===== src/rtl/dccm_arbiter.sv =====
// ---------------------------------------------------------------------------
// dccm_arbiter
//
// Shares one single-ported DCCM between the core and a DMA engine. At most
// one access is issued per cycle. The core normally wins, but a pending DMA
// request is forced through after STARVE_LIMIT consecutive core grants. The
// DMA can also lock the memory for a burst by holding dma_lock. While the DMA
// owns the memory, the core is stalled.
//
// Read data comes back one cycle after the read strobe. It is routed to the
// port that was granted that read.
//
// Ports
//   clk, rst_n            clock, asynchronous active-low reset
//   core_req/we/addr/wdata core request channel
//   core_gnt              core access accepted this cycle
//   core_rvalid/rdata     core read return (one cycle after its read grant)
//   dma_req/we/addr/wdata DMA request channel
//   dma_lock              DMA keeps ownership after this grant (burst)
//   dma_gnt               DMA access accepted this cycle
//   dma_rvalid/rdata      DMA read return (one cycle after its read grant)
//   dccm_wr_en/addr/data  memory write port (zeroed when not writing)
//   dccm_rd_en/addr       memory read port (zeroed when not reading)
//   dccm_rd_data          memory read data, valid the cycle after dccm_rd_en
// ---------------------------------------------------------------------------
module dccm_arbiter #(
  parameter int unsigned STARVE_LIMIT = 4
) (
  input  logic        clk,
  input  logic        rst_n,
  input  logic        core_req,
  input  logic        core_we,
  input  logic [31:0] core_addr,
  input  logic [31:0] core_wdata,
  output logic        core_gnt,
  output logic        core_rvalid,
  output logic [31:0] core_rdata,
  input  logic        dma_req,
  input  logic        dma_we,
  input  logic [31:0] dma_addr,
  input  logic [31:0] dma_wdata,
  input  logic        dma_lock,
  output logic        dma_gnt,
  output logic        dma_rvalid,
  output logic [31:0] dma_rdata,
  output logic        dccm_wr_en,
  output logic        dccm_rd_en,
  output logic [31:0] dccm_wr_addr,
  output logic [31:0] dccm_rd_addr,
  output logic [31:0] dccm_wr_data,
  input  logic [31:0] dccm_rd_data
);

  localparam logic [3:0] LIMIT = 4'(STARVE_LIMIT);

  typedef enum logic {
    ARB,
    DMA_OWN
  } state_t;

  typedef enum logic [1:0] {
    OWN_NONE,
    OWN_CORE,
    OWN_DMA
  } owner_t;

  state_t      state;
  owner_t      rd_owner;
  logic [3:0]  starve_cnt;

  logic        core_win;
  logic        dma_win;
  logic        sel_we;
  logic [31:0] sel_addr;
  logic [31:0] sel_wdata;

  // Winner selection. The grants are gated by rst_n so that every grant and
  // strobe drops immediately when reset is asserted, not at the next edge.
  // In DMA_OWN only the DMA can win. In ARB the core wins unless the DMA has
  // been waiting through STARVE_LIMIT core grants.
  always_comb begin
    core_win = 1'b0;
    dma_win  = 1'b0;
    if (rst_n) begin
      if (state == DMA_OWN) begin
        dma_win = dma_req;
      end else if (core_req && !(dma_req && (starve_cnt == LIMIT))) begin
        core_win = 1'b1;
      end else if (dma_req) begin
        dma_win = 1'b1;
      end
    end
  end

  // Memory port steering. The winner's request drives either the write port
  // or the read port. Unused address/data outputs are forced to zero so the
  // memory never sees stale values.
  always_comb begin
    sel_we       = dma_win ? dma_we    : core_we;
    sel_addr     = dma_win ? dma_addr  : core_addr;
    sel_wdata    = dma_win ? dma_wdata : core_wdata;
    dccm_wr_en   = (core_win || dma_win) && sel_we;
    dccm_rd_en   = (core_win || dma_win) && !sel_we;
    dccm_wr_addr = dccm_wr_en ? sel_addr  : 32'h0;
    dccm_wr_data = dccm_wr_en ? sel_wdata : 32'h0;
    dccm_rd_addr = dccm_rd_en ? sel_addr  : 32'h0;
  end

  assign core_gnt = core_win;
  assign dma_gnt  = dma_win;

  // Read return. The owner is registered when a read is granted, so the data
  // arriving next cycle goes to the right port. The other port sees zeros.
  always_comb begin
    core_rvalid = (rd_owner == OWN_CORE);
    dma_rvalid  = (rd_owner == OWN_DMA);
    core_rdata  = core_rvalid ? dccm_rd_data : 32'h0;
    dma_rdata   = dma_rvalid  ? dccm_rd_data : 32'h0;
  end

  // Arbiter state. The lock is dropped after the DMA takes a grant without
  // dma_lock, or as soon as the DMA stops requesting (burst abandoned). The
  // starvation counter only runs while the DMA is actually waiting. It never
  // passes LIMIT, because a core grant at LIMIT can only happen while the
  // DMA is idle, and that clears the counter anyway.
  always_ff @(posedge clk or negedge rst_n) begin
    if (!rst_n) begin
      state      <= ARB;
      starve_cnt <= 4'd0;
      rd_owner   <= OWN_NONE;
    end else begin
      case (state)
        ARB: begin
          if (dma_win && dma_lock) begin
            state <= DMA_OWN;
          end
        end
        DMA_OWN: begin
          if (!dma_req || (dma_win && !dma_lock)) begin
            state <= ARB;
          end
        end
        default: state <= ARB;
      endcase

      if (dma_win || !dma_req) begin
        starve_cnt <= 4'd0;
      end else if (core_win && (starve_cnt != LIMIT)) begin
        starve_cnt <= starve_cnt + 4'd1;
      end

      if (dccm_rd_en) begin
        rd_owner <= core_win ? OWN_CORE : OWN_DMA;
      end else begin
        rd_owner <= OWN_NONE;
      end
    end
  end

endmodule


===== config.mk =====
export PLATFORM = sky130hd
export DESIGN_NAME = dccm_arbiter
export DESIGN_NICKNAME = d
export VERILOG_FILES = /design/src/rtl/dccm_arbiter.sv
export SDC_FILE = /design/constraint.sdc
export NUM_CORES = 1
export LEC_CHECK = 0
export ABC_AREA = 0
export BUFFER_PORTS_ARGS = -buffer_cell sky130_fd_sc_hd__buf_2
export CORE_AREA = 2 2 129 131
export DETAILED_ROUTE_END_ITERATION = 8
export DIE_AREA = 0 0 131 133
export GPL_ROUTABILITY_DRIVEN = 0
export SETUP_SLACK_MARGIN = 0.02
export SYNTH_ARGS = -nofsm -noshare
export SYNTH_HDL_FRONTEND = slang
export SYNTH_SLANG_ARGS = --single-unit
export TNS_END_PERCENT = 100

===== constraint.sdc =====
create_clock -name clk -period 2.65 [get_ports clk]
set_input_delay 0.1325 -clock clk [delete_from_list [all_inputs] [get_ports clk]]
set_output_delay 0.1325 -clock clk [all_outputs]
set_load 0.005 [all_outputs]

; Yosys cells after proc, flatten, opt, wreduce, memory -nomap -nowiden
; Cells that the tools add are included.
[classes]
add_sub_neg = 1
mul = 0
n_div = 0
order_cmp = 0
eq_ne = 4
shifts = 0
n_mux = 22
bitwise_logic = 1
reduce_logical = 15
[op_table]
columns = op, count
row1 = $mux W32, 7
row2 = $mux W1, 10
row3 = $mux W4, 2
row4 = $logic_and A1 B1 Y1, 7
row5 = $add A4 B1 Y4 const B, 1
row6 = $eq A4 B3 Y1 const B, 1
row7 = $logic_not A1 Y1, 4
row8 = $mux W2, 2
row9 = $ne A4 B3 Y1 const B, 1
row10 = $logic_or A1 B1 Y1, 3
row11 = $eq A2 B1 Y1 const B, 1
row12 = $eq A2 B2 Y1 const B, 1
row13 = $pmux W1 S2, 1
row14 = $reduce_bool A2 Y1, 1
row15 = $not A1 Y1, 1
[word_totals]
ff_bits = 7
latchBits = 0
ramBits = 0
rom_bits = 0
wordCells = 46
mem_count = 0

; Depth between registers and ports, before layout
[logic_depth]
depth_word = 11
mapped_depth = 8
depth_no_buf = 7

; Least setup slack after synthesis
; Ideal clock, no wire load.
[synth_path]
path_kind = register -> output
start = register starve_cnt[0]
end = output dccm_wr_addr[26]
arrival_ns = 1.609
required_ns = 2.518
setup_slack_ns = 0.908
stages_incl_launch_ff = 9
n_path_buf = 2
path_cell_list = dfrtp_1 inv_1 ha_1 and3b_1 o21ai_4 buf_6 buf_6 mux2i_1 nor2_1
[synth_between]
elab_chain_cells = 10
[synth_lines]
columns = item, line
row1 = "start, declared", 69  ; logic [3:0] starve_cnt;
row2 = "start signal, assigned", 149  ; starve_cnt <= starve_cnt + 4'd1;
row3 = $eq A4 B3 Y1 (*), 87  ; end else if (core_req && !(dma_req && (starve_cnt == LIMIT))) begin
row4 = $logic_and A1 B1 Y1 (*), 87
row5 = $logic_not A1 Y1 (*), 87
row6 = $logic_and A1 B1 Y1 (*), 87
row7 = $mux W1, 87
row8 = $mux W1, 85  ; if (state == DMA_OWN) begin
row9 = $mux W1, 84  ; if (rst_n) begin
row10 = $mux W1 or $logic_or A1 B1 Y1 (tied branches), "99, 102"
row11 = $logic_and A1 B1 Y1, 102  ; dccm_wr_en = (core_win || dma_win) && sel_we;
row12 = $mux W32 (*), 104  ; dccm_wr_addr = dccm_wr_en ? sel_addr : 32'h0;
row13 = "end, declared", 48  ; output logic [31:0] dccm_wr_addr,
; Mark *: on every way between the ends. The rest lies on a longest branch, timed or not.

; Final worst setup path
[layout_path]
start = register starve_cnt[0]
end = output dccm_rd_addr[4]
[layout_between]
elab_chain_cells = 11
[layout_lines]
columns = item, line
row1 = $eq A4 B3 Y1 (*), 87
row2 = $logic_and A1 B1 Y1 (*), 87
row3 = $logic_not A1 Y1 (*), 87
row4 = $logic_and A1 B1 Y1 (*), 87
row5 = $mux W1, 87
row6 = $mux W1, 85
row7 = $mux W1, 84
row8 = $mux W1, 99  ; sel_we = dma_win ? dma_we : core_we;
row9 = $logic_not A1 Y1, 103  ; dccm_rd_en = (core_win || dma_win) && !sel_we;
row10 = $logic_and A1 B1 Y1, 103
row11 = $mux W32 (*), 106  ; dccm_rd_addr = dccm_rd_en ? sel_addr : 32'h0;
row12 = "end, declared", 49  ; output logic [31:0] dccm_rd_addr,
; Marked as above.

==> impl_results.md <==
- Worst VDD drop: 0.213 mV
- Status: finished, final reports clean
- Crit-path max FO: 33
- Crit end category: output pin
- RSZ-0062 raised after global routing: no
- Yosys warns: 0
- CP startpoint: starve_cnt[0]
- Sink Count: 7
- Die Ht: 133 um
- Rows: 47
- WL/cell: 12.3 um
- Pin count of the biggest net entering global routing: 57
- DP Worst Slack: about 0.41 ns
- Finish-stage setup viols: 0
- Power per Cell Area: 274 mW/mm^2
- Layout Cells excl Fill: between 800 and 900
- CTS tree: done
- DP HPWL: 9200 um
- CTS Buf Count: 3
- Number of vias per cell: 3.84
- Mean post-synth cell area: between 5 and 6 um^2
- Global route overflow: 0
- Worst endpoint data arrival time: 2.29 ns
- Critical path required time: between 2 and 3 ns
- CP cell instances: inv_1 > ha_1 > and3b_1 > o21ai_4 > o22a_1 > buf_4 > nor2_1 > buf_2
- Post-route setup slack: between 0.2 and 0.25 ns
- Worst r2r src: starve_cnt[0]
- Most frequent cells in the layout: buf_2 (332), nand2_1 (67), nor2_1 (66), and2_1 (65), a21oi_1 (36)
- Post-layout min period: between 2 and 2.5 ns
- Total routed wirelength: 10700 um
- Final Cycle Share: between 90 and 100%
- ANT nets after route: 0
- Switching power: 429 uW
- First-pass GRT wire length: ~14000 um
- Remaining DRCs: 0
- Reg clk slew, reported paths: about 0.040 ns
- Most common cell after layout, fill and taps aside: buf_2
- Antenna cells: 0
- Yosys reg bits: 7
- Crit Path Class: flop to output pin
- Slew HR: around two thirds
- DRT Pass-1 Iters: 4
- R2R depth: 7
- FF-to-FF setup slack: between 0.8 and 0.9 ns
- Lkg Pwr: ~2.6 nW
- Initial antenna violation count: 1
- Synth area leader: and2_1
- Root buffer cell: clkbuf_16
- Core Footprint: about 0.016 mm^2
- Worst Clk Skew: ~0.0023 ns
- Share of the synthesized area in the top cell type: 20.9%
- Die area: about 0.017 mm^2
- Post-synth cell types: 28
- Layout cell share with drive strength beyond 1: 53.4%
- Cells after synthesis: ~330
- Port Buffers: approximately 330
- Clock Path Buffers: 2
- I/O Pins: about 330
- Total Nets Final: between 800 and 900
- Hold Violations, Final: 0
- Initial cell density of the core: around an eighth
- Dpl cell area: approximately 0.0038 mm^2
- Flop pwr share: between 10% and 20%
- Mapped cell area: ~0.0019 mm^2
- GR Util All Layers: around 10%
- Placed cell count: 870
- Fmax: slightly above 400 MHz
- R2R Path End: state
- Hold WC Path Type: input pin to flop
- Sequential area share after synthesis: 9.02%
- Comb pwr share: around 64%
- Slew @ Worst Pin: 0.473 ns
- Slowest Stage Delay on Critical Path: slightly below 0.4 ns
- Final slew viol count: 0
- Worst setup path end: dccm_rd_addr[4]
- Mapped Nets: roughly 500
- Skew-Pair Late Insertion Delay: 0.23 ns
- Synthesis-to-finish area growth: 103%
- Post-route cell area: ~0.0039 mm^2
- CP Launch Type: flop
- Clk network pwr share: a little under a quarter
- Routed via count: ~3400
- Setup TNS: 0 ns
- Initial DRC count: 131
- Max_cap viols: 0
- Vias in the first global route: between 2000 and 3000
- Synth top area cells: and2_1 (21%), mux2i_1 (16%), nand2_1 (13%)
- H-tree levels: 1
- Internal power: 650 uW
- Die W: between 100 and 150 um
- Switching Share: between 30% and 40%
- CP max stage cell: dfrtp_1
## synthesized netlist by cell type, drive strengths merged
cell / instances
a21oi: 36
a22o: 1
and2: 65
and3b: 1
and4b: 1
buf: 18
clkbuf: 8
dfrtp: 7
ha: 2
inv: 8
mux2i: 32
nand2: 67
nand2b: 2
nand3: 2
nand3b: 2
nor2: 66
nor2b: 5
nor3: 1
o211ai: 1
o21ai: 3
o22a: 1
o22ai: 1
o31a: 1
or3: 1
## routing by layer
metal | routed length (um) | track usage [%] | vias up
met5 | 0 | 0 | -
met4 | 102 | 1.83 | 0
met3 | 972 | 1.09 | 10
met2 | 5240 | 19.7 | 227
met1 | 4430 | 12.5 | 1420
li1 | - | - | 1700
## power by group through the flow
stage          Sequential, mW  Combinational [mW]  Clock [mW]
6_report                0.127               0.696       0.257
3_5_place_dp            0.128               0.706           0
5_1_grt                 0.129               0.777       0.269
2_1_floorplan           0.126               0.351           0
4_1_cts                 0.127               0.710       0.261
3_3_place_gp            0.128               0.702           0
## worst min-delay path by stage
stage | start | end | depth (start not counted) | slack, ns
floorplan | rst_n | rd_owner[0] | 0 | -0.16
global placement | rst_n | state | 1 | 0.006
detailed placement | rst_n | state | 1 | 0.007
CTS | core_we | rd_owner[0] | 2 | 0.1
global route | dma_we | rd_owner[1] | 2 | 0.11
finish | core_we | rd_owner[0] | 2 | 0.1
## critical path, delay by kind of cell (launching register included)
family	cells	cell delay [ns]
adder cells (fa/ha/maj)	1	0.21
flip-flops	1	0.39
AND/OR/NAND/NOR	2	0.34
buffers and inverters	3	0.52
AO/OA/AOI/OAI	2	0.57
## flip-flops by register name, summed over array words and instances (netlist names)
| name | cells |
|---|---|
| state | 1 |
| rd_owner | 2 |
| starve_cnt | 4 |
## layout make-up
class                   count  area (um^2)
fillers                  1809        12200
repair buffers            345         1770
multi-input cells         291         1600
well taps                 220          275
flip-flops and latches      7          175
clock buffers               4         78.8
inverters                   8         32.5
## timing repair
item                                   4_1_cts  5_1_grt
hold buffers                                 1        0
endpoints found under the hold margin        7        0
gates resized for setup                      0        2
buffers inserted                             0        0
setup endpoints to repair                    0        4
## kinds of logic (layout without fill, tap and decap cells)
logic type               Yosys count  count (layout)  share of synthesized area [%]
AND/OR/NAND/NOR                  213             213                           51.7
buffers and inverters             34             357                           8.76
flip-flops                         7               7                           9.02
AO/OA/AOI/OAI                     44              44                           12.7
multiplexers                      32              32                           16.5
adder cells (fa/ha/maj)            2               2                           1.29
## per-stage QoR
step	hold slack (ns)	util, %	power [mW]
final	0.0995	24.3	1.08
after global routing	0.112	24.3	1.17
after CTS	0.0956	24.3	1.10
after detailed placement	0.00676	23.8	0.833
after global placement	0.00595	23.8	0.830
after floorplan	-0.163	-	0.477
No activity file was read; power rests on OpenSTA's default activity.
